File: src/rtl/seq_scan_arbiter.sv
// Round-robin arbiter sharing one programmable serial pattern detector among N_REQ bit streams.
// Overlapping matches are reported combinationally; per-burst match counts are reported at burst end.
module seq_scan_arbiter #(
    parameter int unsigned N_REQ = 4,
    parameter int unsigned PAT_W = 8,
    parameter int unsigned CNT_W = 8
) (
    input  logic                         clk,
    input  logic                         reset,
    input  logic                         cfg_wr,
    input  logic [PAT_W-1:0]             cfg_pattern,
    input  logic [$clog2(PAT_W+1)-1:0]   cfg_len,
    output logic                         cfg_err,
    input  logic [N_REQ-1:0]             req,
    input  logic [N_REQ-1:0]             in_valid,
    input  logic [N_REQ-1:0]             in_bit,
    input  logic [N_REQ-1:0]             in_last,
    output logic [N_REQ-1:0]             gnt,
    output logic                         busy,
    output logic                         match,
    output logic                         done,
    output logic [$clog2(N_REQ)-1:0]     done_id,
    output logic [CNT_W-1:0]             done_count,
    output logic                         done_abort
);

    localparam int unsigned LEN_W = $clog2(PAT_W + 1);
    localparam int unsigned ID_W  = $clog2(N_REQ);

    typedef enum logic [1:0] {
        S_IDLE,
        S_SCAN,
        S_DONE
    } state_t;

    state_t             state_q, state_d;
    logic [ID_W-1:0]    owner_q, last_id_q, pick_id;
    logic [PAT_W-1:0]   hist_q, pat_q, window, len_mask;
    logic [LEN_W-1:0]   bit_cnt_q, len_q;
    logic [CNT_W-1:0]   match_cnt_q, match_cnt_nx;
    logic               pick_found, end_abort, cfg_ok;
    logic               own_req, own_valid, own_bit, own_last, accept, enough;

    assign own_req   = req[owner_q];
    assign own_valid = in_valid[owner_q];
    assign own_bit   = in_bit[owner_q];
    assign own_last  = in_last[owner_q];

    // A bit is taken unless the owner is dropping req without closing the burst.
    assign accept   = (state_q == S_SCAN) && own_valid && (own_last || own_req);
    assign window   = PAT_W'({hist_q, own_bit});
    assign len_mask = PAT_W'(((PAT_W+1)'(1) << len_q) - (PAT_W+1)'(1));
    assign enough   = ({1'b0, bit_cnt_q} + (LEN_W+1)'(1)) >= {1'b0, len_q};
    assign match    = accept && enough && (((window ^ pat_q) & len_mask) == '0);

    assign match_cnt_nx = (match && !(&match_cnt_q)) ? match_cnt_q + CNT_W'(1) : match_cnt_q;
    assign cfg_ok = cfg_wr && (state_q == S_IDLE) && (cfg_len != '0) && (cfg_len <= LEN_W'(PAT_W));

    // First requester strictly after last_id, wrapping around.
    always_comb begin
        pick_found = 1'b0;
        pick_id    = '0;
        for (int unsigned k = 1; k <= N_REQ; k++) begin
            if (!pick_found && req[ID_W'((32'(last_id_q) + k) % N_REQ)]) begin
                pick_found = 1'b1;
                pick_id    = ID_W'((32'(last_id_q) + k) % N_REQ);
            end
        end
    end

    always_comb begin
        state_d   = state_q;
        end_abort = 1'b0;
        unique case (state_q)
            S_IDLE: if (|req) state_d = S_SCAN;
            S_SCAN: begin
                if (accept && own_last) begin
                    state_d = S_DONE;
                end else if (!own_req) begin
                    state_d   = S_DONE;
                    end_abort = 1'b1;
                end
            end
            S_DONE:  state_d = S_IDLE;
            default: state_d = S_IDLE;
        endcase
    end

    always_ff @(posedge clk) begin
        if (reset) state_q <= S_IDLE;
        else       state_q <= state_d;
    end

    // Burst datapath, configuration and registered outputs.
    always_ff @(posedge clk) begin
        if (reset) begin
            owner_q     <= '0;
            last_id_q   <= ID_W'(N_REQ - 1);
            hist_q      <= '0;
            bit_cnt_q   <= '0;
            match_cnt_q <= '0;
            pat_q       <= PAT_W'(2);
            len_q       <= LEN_W'(3);
            gnt         <= '0;
            busy        <= 1'b0;
            done        <= 1'b0;
            done_id     <= '0;
            done_count  <= '0;
            done_abort  <= 1'b0;
            cfg_err     <= 1'b0;
        end else begin
            cfg_err <= cfg_wr && !cfg_ok;
            if (cfg_ok) begin
                pat_q <= cfg_pattern;
                len_q <= cfg_len;
            end
            done <= 1'b0;
            busy <= (state_d != S_IDLE);
            unique case (state_q)
                S_IDLE: begin
                    if (|req) begin
                        owner_q     <= pick_id;
                        hist_q      <= '0;
                        bit_cnt_q   <= '0;
                        match_cnt_q <= '0;
                        gnt         <= N_REQ'(1) << pick_id;
                    end
                end
                S_SCAN: begin
                    if (accept) begin
                        hist_q      <= window;
                        match_cnt_q <= match_cnt_nx;
                        if (bit_cnt_q != LEN_W'(PAT_W)) bit_cnt_q <= bit_cnt_q + LEN_W'(1);
                    end
                    if (state_d == S_DONE) begin
                        gnt        <= '0;
                        done       <= 1'b1;
                        done_id    <= owner_q;
                        done_count <= match_cnt_nx;
                        done_abort <= end_abort;
                    end
                end
                S_DONE:  last_id_q <= owner_q;
                default: ;
            endcase
        end
    end

endmodule

File: config.mk
export PLATFORM = sky130hd
export DESIGN_NAME = seq_scan_arbiter
export DESIGN_NICKNAME = d
export VERILOG_FILES = /design/src/rtl/seq_scan_arbiter.sv
export SDC_FILE = /design/constraint.sdc
export NUM_CORES = 1
export LEC_CHECK = 0
export ABC_CLOCK_PERIOD_IN_PS = 3200
export CORE_MARGIN = 3
export CORE_UTILIZATION = 48
export DETAILED_ROUTE_END_ITERATION = 12
export PLACE_DENSITY_LB_ADDON = 0.12
export RECOVER_POWER = 100
export SYNTH_ARGS = -nofsm -noshare
export SYNTH_HDL_FRONTEND = slang
export SYNTH_SLANG_ARGS = --single-unit
File: constraint.sdc
create_clock -name clk -period 3.2 [get_ports clk]
set_clock_uncertainty 0.1 [all_clocks]
set_input_delay 0.48 -clock clk [delete_from_list [all_inputs] [get_ports clk]]
set_output_delay 0.48 -clock clk [all_outputs]
set_load 0.03 [all_outputs]
==> results of run 1 <==
[synth_stat cells, types with 2 or more instances]
master	n
dfxtp_1	55
nor2_1	37
nand2_1	35
a21oi_1	23
nand3_1	16
mux2i_1	15
o21ai_0	15
clkbuf_1	10
inv_1	10
xnor2_1	10
a31oi_1	9
nor3_1	9
ha_1	8
xor2_1	7
nand4_1	6
a211oi_1	5
and2_1	4
mux4_2	4
nand2b_1	3
nor4_1	3
a311o_1	2
a32oi_1	2
and2_0	2
and3_1	2
buf_1	2
buf_2	2
buf_4	2
buf_6	2
nor2b_1	2
o211a_1	2
o211ai_1	2
o21a_1	2
o2bb2ai_1	2
[cell families after synthesis]
kind of cell | synth area share
AO/OA/AOI/OAI | 0.185
AND/OR/NAND/NOR | 0.218
multiplexers | 0.0864
adder cells (fa/ha/maj) | 0.0344
buffers and inverters | 0.0460
XOR/XNOR | 0.0512
flip-flops | 0.378
[metal layers]
metal / up-vias / routed length, um / part of all wire
met1: 1214 / 3170 / 0.46
met5: - / 0 / 0
met3: 2 / 438 / 0.064
met4: 0 / 39 / 0.0057
met2: 65 / 3210 / 0.47
li1: 1333 / - / -
[cell type report]
cell class                 count  share of cell area
tap                           72              0.0243
inverter                      11              0.0111
clock buffer                   6              0.0223
multi-input combinational    252               0.464
clock inverter                 2             0.00540
sequential                    55               0.299
timing repair buffer          72               0.174
[state kept, by name, indices dropped and copies added (netlist names)]
register / cells
cfg_err: 1
done_id: 2
match_cnt_q: 8
done: 1
last_id_q: 2
state_q: 2
len_q: 4
done_count: 8
owner_q: 2
pat_q: 8
busy: 1
done_abort: 1
hist_q: 7
bit_cnt_q: 4
gnt: 4
[cell usage in the layout (no fill, tap or decap), types with 4 or more instances in the layout]
cell type,n
nor2_1,37
clkbuf_8,6
xor2_1,7
and2_1,4
mux2i_1,15
clkdlybuf4s50_1,26
inv_1,10
a31oi_1,9
dfxtp_1,52
clkbuf_1,6
nand3_1,16
nand2_1,35
dlygate4sd3_1,22
xnor2_1,10
ha_1,7
a211oi_1,5
nand4_1,6
o21ai_0,15
mux4_2,4
nor3_1,7
a21oi_1,22
buf_4,16
[repair_timing]
item	in CTS	in global routing
pin swaps	3	6
endpoints found under the hold margin	0	0
gates resized for setup	4	9
gates cloned	0	0
buffers inserted	3	3
setup endpoints to repair	1	2
[power by group]
group	leakage, nW	internal, mW	switching, mW
Combinational	0.975	0.196	0.285
Clock	0.0533	0.183	0.242
Sequential	0.448	0.732	0.0328
[metrics by stage]
stage,power (mW),setup WS [ps],cell area [um^2]
finish,1.67,78.7,3710
detailed placement,1.26,70.0,3540
CTS,1.70,10.5,3680
global placement,1.26,157,3540
global route,1.76,-18.5,3710
floorplan,1.09,7.00,2930
[worst max-delay path by stage]
stage / slack, ps / to / cells past startpoint / startpoint
CTS: 10 / match_cnt_q[2] / 11 / len_q[1]
finish: 80 / match_cnt_q[2] / 11 / len_q[0]
detailed placement: 70 / done_count[4] / 8 / in_bit[3]
floorplan: 7 / match_cnt_q[2] / 12 / len_q[3]
global route: -20 / match / 10 / len_q[0]
global placement: 160 / match_cnt_q[2] / 10 / len_q[0]
[critical path: stages, from the launching register on]
cell and delay, ps:
dfxtp_2 350, nor4_4 290, inv_1 80, ha_2 180
buf_4 160, a21oi_2 180, o2bb2ai_2 100, a2111o_1 410
buf_4 150, or4_4 510, and4_4 200, a311o_1 300
==> flow_metrics.py, run 1 <==
metrics = {
    "clock_tree": {
        "cts_tree": "built",
        "clk_latency_ps": 310,
        "clockRootBuffer": "clkbuf_8",
        "htreeDepth": 2,
        "clk_path_buf_depth": 2,
        "cts_made_buffers": 5,
        "path_clk_slew_ps": 110,
        "hold_buffers": 0,
        "clkSinkCount": 55,
    },
    "logic_synthesis": {
        "synthesis.area_um2": 2910,
        "synth_area_leader_cell": "dfxtp_1",
        "synth.top_cell.area_share": 0.378,
        "synth_seq_cells": 55,
        "synth_ff_type": "dfxtp_1",
        "synth_area_per_cell_um2": 8.66,
        "yosysSeqAreaShare": 0.378,
        "synth_edf_count": 0,
        "async_flop_share": 0,
        "synth_cells": 336,
        "ys_types": 59,
        "syn_nets": 375,
        "yosys_warnings": 0,
        "synth_area_leaders": "dfxtp_1, mux2i_1, nor2_1",
    },
    "critical_path": {
        "reg2reg_depth": 11,
        "critPathCaptureType": "flip-flop",
        "rrSetupSlack_ps": 80,
        "crit_arrival_ps": 3230,
        "crit_required_ps": 3300,
        "r2r-end": "match_cnt_q[2]",
        "cp_max_fo": 6,
        "crit_path_start_kind": "flip-flop",
        "critical_path_class": "flip-flop to flip-flop",
        "r2r_start": "len_q[0]",
    },
    "final_layout": {
        "n_antenna_cell": 0,
        "fin_util": 0.653,
        "drive_gt1_frac": 0.126,
        "fillers": 502,
        "register_area_um2": 1110,
        "synthToLayoutAreaGrowth_pct": 27.4,
        "final_cells": 470,
        "nets": 436,
        "multi_input_area_um2": 1720,
    },
    "sta": {
        "finalCritPeriodShare": 0.975,
        "setup_tns_ps": 0,
        "finalCriticalPeriod_ps": 3120,
        "drv_slew": 0,
        "whs_ps": 361,
        "maxSlewHeadroom": 0.589,
        "setup_viol": 0,
        "max_freq_ghz": 0.320,
        "worst_pin_slew_ps": 617,
        "hold_violations": 0,
    },
    "power_and_ir_drop": {
        "leakage_nw": 1.48,
        "peakVddDrop_uv": 291,
        "power.density_nw_per_um2": 450,
    },
    "global_route": {
        "globalRouteTotalUtil": 0.200,
        "antenna_found_initial": 0,
        "grt_pass1_wl_mm": 11.7,
        "busiest_layer": "met2",
        "grt_max_degree": 41,
        "grt_use_met1": 0.263,
        "grt_use_met3": 0.0454,
        "grt_util_met2": 0.332,
        "grt_overflow": 0,
        "grt_pass1_vias": 2526,
    },
    "floorplanning": {
        "die_h_um": 83.9,
        "start_util": 0.513,
        "die_w_um": 83.9,
        "rows": 27,
        "die-area_um2": 7030,
        "coreArea_um2": 5680,
        "io_pins": 50,
    },
    "routing": {
        "drc": 0,
        "wl_per_cell_um": 14.6,
        "dr.pass1.iters": 4,
        "via_per_inst": 5.56,
        "vias": 2614,
        "drtIter0Drc": 80,
        "ant_nets": 0,
        "finalWirelength_mm": 6.86,
    },
    "worst_hold_path": {
        "hold_depth": 2,
        "holdPathEnd": "done_id[0]",
        "hold_path_startpoint": "done_id[0]",
        "min_path_type": "flip-flop to flip-flop",
    },
    "place": {
        "dp_hpwl_mm": 4.96,
        "dp.cells": 456,
        "routabilityCongestion": 0.849,
        "portBuffers": 49,
    },
    "status": {
        "run_status": "finished, final reports clean",
    },
    "flow_run": {
        "cap_viol_max_count": 0,
    },
}
No activity file was read; power rests on OpenSTA's default activity.
==> run 2, diff against run 1 <==
--- a/config.mk
+++ b/config.mk
@@ -7,7 +7,7 @@
 export LEC_CHECK = 0
 export ABC_CLOCK_PERIOD_IN_PS = 3200
 export CORE_MARGIN = 3
-export CORE_UTILIZATION = 48
+export CORE_UTILIZATION = 30
 export DETAILED_ROUTE_END_ITERATION = 12
 export PLACE_DENSITY_LB_ADDON = 0.12
 export RECOVER_POWER = 100
==> flow_metrics.py, run 2 (synthesis results as in run 1) <==
metrics = {
    "sta": {
        "hold_violations": 0,
        "whs_ps": 373,
        "max_freq_ghz": 0.316,
        "fin_ws_ps": 39.6,
        "setup_viol": 0,
        "maxSlewHeadroom": 0.460,
        "worst_pin_slew_ps": 810,
        "drv_slew": 0,
        "finalCriticalPeriod_ps": 3160,
        "finalCritPeriodShare": 0.988,
        "rsz0062_at_grt": "true",
        "setup_tns_ps": 0,
    },
    "critical_path": {
        "cp_max_fo": 5,
        "reg2reg_depth": 11,
        "critical_path_class": "flip-flop to output pin",
        "crit_path_start_kind": "flip-flop",
        "critPathCaptureType": "output pin",
        "crit_arrival_ps": 2580,
        "crit_required_ps": 2620,
    },
    "place": {
        "dp_hpwl_mm": 5.78,
        "portBuffers": 49,
        "routabilityCongestion": 0.797,
        "dp_slack_ps": 117,
    },
    "clock_tree": {
        "clk_path_buf_depth": 2,
        "cts_tree": "built",
        "clkSinkCount": 55,
        "htreeDepth": 2,
        "path_clk_slew_ps": 110,
        "hold_buffers": 0,
        "cts_made_buffers": 5,
        "clockRootBuffer": "clkbuf_8",
        "clk_latency_ps": 310,
    },
    "routing": {
        "top_layer": "met4",
        "finalWirelength_mm": 7.72,
        "dr.pass1.iters": 4,
        "drtIter0Drc": 134,
        "vias": 2652,
        "route.met3.wl_um": 276,
        "wl_met1_mm": 3.62,
        "wl_per_cell_um": 14.6,
        "via_per_inst": 5.01,
        "wl_met2_mm": 3.73,
        "ant_nets": 0,
        "drc": 0,
    },
    "global_route": {
        "grt_overflow": 0,
        "grt_pass1_vias": 2674,
        "antenna_found_initial": 0,
        "grt_pass1_wl_mm": 13.2,
        "grt_max_degree": 41,
        "globalRouteTotalUtil": 0.145,
    },
    "floorplanning": {
        "die_w_um": 104,
        "io_pins": 50,
        "coreArea_um2": 9330,
        "start_util": 0.312,
        "rows": 35,
        "die-area_um2": 10900,
        "die_h_um": 104,
    },
    "status": {
        "run_status": "finished, final reports clean",
    },
    "final_layout": {
        "n_antenna_cell": 0,
        "fin_util": 0.406,
        "register_area_um2": 1110,
        "final_common_cell": "dfxtp_1",
        "multi_input_area_um2": 1710,
        "fillers": 958,
        "drive_gt1_frac": 0.133,
        "nets": 438,
        "largest_registers": "done_count x8, match_cnt_q x8, pat_q x8",
        "synthToLayoutAreaGrowth_pct": 30.2,
        "final_cell_mix": "dfxtp_1, nor2_1, nand2_1",
    },
    "power_and_ir_drop": {
        "peakVddDrop_uv": 218,
        "leakage_nw": 1.48,
        "power.density_nw_per_um2": 440,
        "finalPower_mw": 1.67,
    },
    "worst_hold_path": {
        "hold_depth": 2,
        "min_path_type": "flip-flop to flip-flop",
    },
    "flow_run": {
        "cap_viol_max_count": 0,
    },
}
-- run 2: changes by cell type in the layout (fill, tap and decap cells not counted), sizes merged --
cell,change
buf,+3
clkbuf,-1
clkdlybuf4s50,+1
clkinvlp,+1
dlygate4sd3,-1
inv,-1
-- run 2: power breakdown --
part	total [mW]	leakage (nW)	internal [mW]	switching, mW
Sequential	0.771	0.448	0.732	0.0389
Clock	0.419	0.0474	0.177	0.241
Combinational	0.478	0.986	0.198	0.280
Total	1.67	1.48	1.11	0.561
-- run 2: timing repair --
| action | CTS | global route |
|---|---|---|
| setup buffers | 4 | 4 |
| resized for setup | 5 | 9 |
| hold endpoints to repair | 0 | 0 |
| endpoints found under the setup margin | 1 | 3 |
| pin swaps | 4 | 7 |
-- run 2: per-layer routing --
| metal | vias to the layer above | GRT usage |
|---|---|---|
| met5 | - | 0 |
| met4 | 0 | 0.0313 |
| met3 | 8 | 0.0255 |
| met2 | 51 | 0.255 |
| met1 | 1253 | 0.187 |
| li1 | 1340 | - |
-- run 2: final timing paths --
check / startpoint / endpoint / slack, ps
max reg2reg: len_q[0] / match_cnt_q[2] / 120
min reg2reg: done_id[0] / done_id[0] / 370
max: len_q[0] / match / 40
min: done_id[0] / done_id[0] / 370
-- run 2: through the flow --
| step | instance area [um^2] | std cells |
|---|---|---|
| 2_1_floorplan | 2930 | 336 |
| 3_3_place_gp | 3610 | 513 |
| 3_5_place_dp | 3610 | 513 |
| 4_1_cts | 3760 | 525 |
| 5_1_grt | 3790 | 529 |
| 6_report | 3790 | 529 |
-- run 2: final cells by class --
type	count	area share
Multi-Input combinational cell	252	0.452
Timing Repair Buffer	74	0.175
Sequential cell	55	0.293
Clock inverter	2	0.00429
Clock buffer	6	0.0218
Inverter	11	0.0109
Tap cell	129	0.0426
-- run 2: worst max-delay path: stages, from the launching register on --
cell and delay (ps):
dfxtp_2 350, nor4_4 280, inv_1 110, ha_4 190, and2_4 130, o2111ai_2 190
o211ai_2 130, a2111o_1 400, buf_6 140, nor3_4 180, buf_6 160
==> run 3, diff against run 2 <==
--- a/config.mk
+++ b/config.mk
@@ -9,8 +9,10 @@
 export CORE_MARGIN = 3
 export CORE_UTILIZATION = 30
 export DETAILED_ROUTE_END_ITERATION = 12
+export GPL_ROUTABILITY_DRIVEN = 0
 export PLACE_DENSITY_LB_ADDON = 0.12
-export RECOVER_POWER = 100
+export RECOVER_POWER = 50
 export SYNTH_ARGS = -nofsm -noshare
 export SYNTH_HDL_FRONTEND = slang
 export SYNTH_SLANG_ARGS = --single-unit
+export TNS_END_PERCENT = 5
==> flow_metrics.py, run 3 (synthesis results as in run 1) <==
metrics = {
    "power_and_ir_drop": {
        "swShare": 0.343,
        "power.density_nw_per_um2": 437,
        "pwr-share-clk": 0.244,
        "power.net_switching_mw": 0.569,
        "peakVddDrop_uv": 233,
        "comb_power_share": 0.292,
        "intPower_mw": 1.09,
        "finalPower_mw": 1.66,
        "leakage_nw": 1.49,
        "power_frac_seq": 0.464,
    },
    "critical_path": {
        "r2r-end": "match_cnt_q[2]",
        "crit_path_end": "match_cnt_q[2]",
        "crit_required_ps": 3310,
        "crit_path_start_kind": "flip-flop",
        "critical_path_class": "flip-flop to flip-flop",
        "crit_start": "len_q[1]",
        "rrSetupSlack_ps": 80,
        "critPathCaptureType": "flip-flop",
        "reg2reg_depth": 12,
        "r2r_start": "len_q[1]",
        "crit_arrival_ps": 3230,
        "cp_max_fo": 10,
    },
    "clock_tree": {
        "clk_path_buf_depth": 2,
        "clk_latency_ps": 310,
        "path_clk_slew_ps": 110,
        "clockRootBuffer": "clkbuf_8",
        "cts_made_buffers": 5,
        "clkSinkCount": 55,
        "cts_tree": "built",
        "htreeDepth": 2,
    },
    "global_route": {
        "grt_pass1_wl_mm": 13.0,
        "grt_pass1_vias": 2638,
        "grt_overflow": 0,
        "globalRouteTotalUtil": 0.144,
        "antenna_found_initial": 0,
        "grt_max_degree": 41,
    },
    "sta": {
        "fin_ws_ps": 81.7,
        "maxSlewHeadroom": 0.441,
        "finalCritPeriodShare": 0.974,
        "rsz0062_at_grt": "true",
        "whs_ps": 362,
        "finalCriticalPeriod_ps": 3120,
        "hold_violations": 0,
        "max_freq_ghz": 0.321,
        "worst_pin_slew_ps": 839,
        "setup_viol": 0,
        "drv_slew": 0,
    },
    "final_layout": {
        "final_cell_mix": "dfxtp_1, nor2_1, nand2_1",
        "postLayoutCellArea_um2": 3790,
        "largest_registers": "done_count x8, match_cnt_q x8, pat_q x8",
        "n_antenna_cell": 0,
        "drive_gt1_frac": 0.135,
        "nets": 437,
        "final_common_cell": "dfxtp_1",
        "synthToLayoutAreaGrowth_pct": 30.4,
    },
    "worst_hold_path": {
        "min_path_type": "flip-flop to flip-flop",
    },
    "floorplanning": {
        "die_w_um": 104,
        "start_util": 0.312,
        "coreArea_um2": 9330,
        "io_pins": 50,
        "die-area_um2": 10900,
        "die_h_um": 104,
        "rows": 35,
    },
    "place": {
        "portBuffers": 49,
        "dp_hpwl_mm": 5.67,
        "dp_slack_ps": 41.4,
        "place_area_um2": 3600,
    },
    "status": {
        "run_status": "finished, final reports clean",
    },
    "flow_run": {
        "cap_viol_max_count": 0,
    },
    "routing": {
        "wl_per_cell_um": 14.6,
        "vias": 2642,
        "ant_nets": 0,
        "drtIter0Drc": 98,
        "drc": 0,
        "dr.pass1.iters": 4,
        "via_per_inst": 5.00,
        "finalWirelength_mm": 7.73,
    },
}
run 3: repair_timing:
action	in CTS	in global routing
hold buffers	0	0
setup buffers	5	2
setup endpoints to repair	1	5
gates resized for setup	7	9
pin swaps	3	2
run 3: worst min-delay path by stage:
stage,startpoint,endpoint,cells after the start
finish,done_id[0],done_id[0],2
global route,done_id[0],done_id[0],2
CTS,done_id[0],done_id[0],2
detailed placement,done_id[0],done_id[0],2
global placement,done_id[0],done_id[0],2
floorplan,hist_q[5],hist_q[6],2
run 3: layer usage:
| metal | share of wire | GRT usage | up-vias |
|---|---|---|---|
| met1 | 0.46 | 0.184 | 1241 |
| met4 | 0.0075 | 0.0313 | 0 |
| li1 | - | - | 1344 |
| met5 | 0 | 0 | - |
| met2 | 0.49 | 0.252 | 53 |
| met3 | 0.045 | 0.0273 | 4 |
run 3: stage by stage:
stage                     TNS [ps]  instances   util
after detailed placement         0        513  0.386
after CTS                        0        526  0.403
final                            0        528  0.407
after floorplan               -165        336      -
after global routing          -147        528  0.407
after global placement           0        513  0.386
run 3: power groups by stage:
stage               sequential (mW)  clock, mW  combinational [mW]
global route                  0.777      0.445               0.535
finish                        0.769      0.404               0.484
detailed placement            0.786          0               0.486
CTS                           0.772      0.421               0.490
global placement              0.785          0               0.484
floorplan                     0.827          0               0.258
run 3: critical path, cell delays in order, from the launching register on:
cell       delay (ps)
dfxtp_2           350
buf_6             140
nor3_4            170
nand2_1            70
ha_2              170
and2_4            150
o2111ai_2         170
o211ai_2          110
a2111o_1          410
buf_4             140
or4_4             510
and4_4            200
a311o_1           300
run 3: final cells by class:
| cell class | count | area [um^2] |
|---|---|---|
| clock buffer | 5 | 68.8 |
| clock inverter | 3 | 23.8 |
| fill | 944 | 5530 |
| inverter | 11 | 41.3 |
| multi-input combinational | 252 | 1720 |
| sequential | 55 | 1110 |
| tap | 129 | 161 |
| timing repair buffer | 73 | 672 |
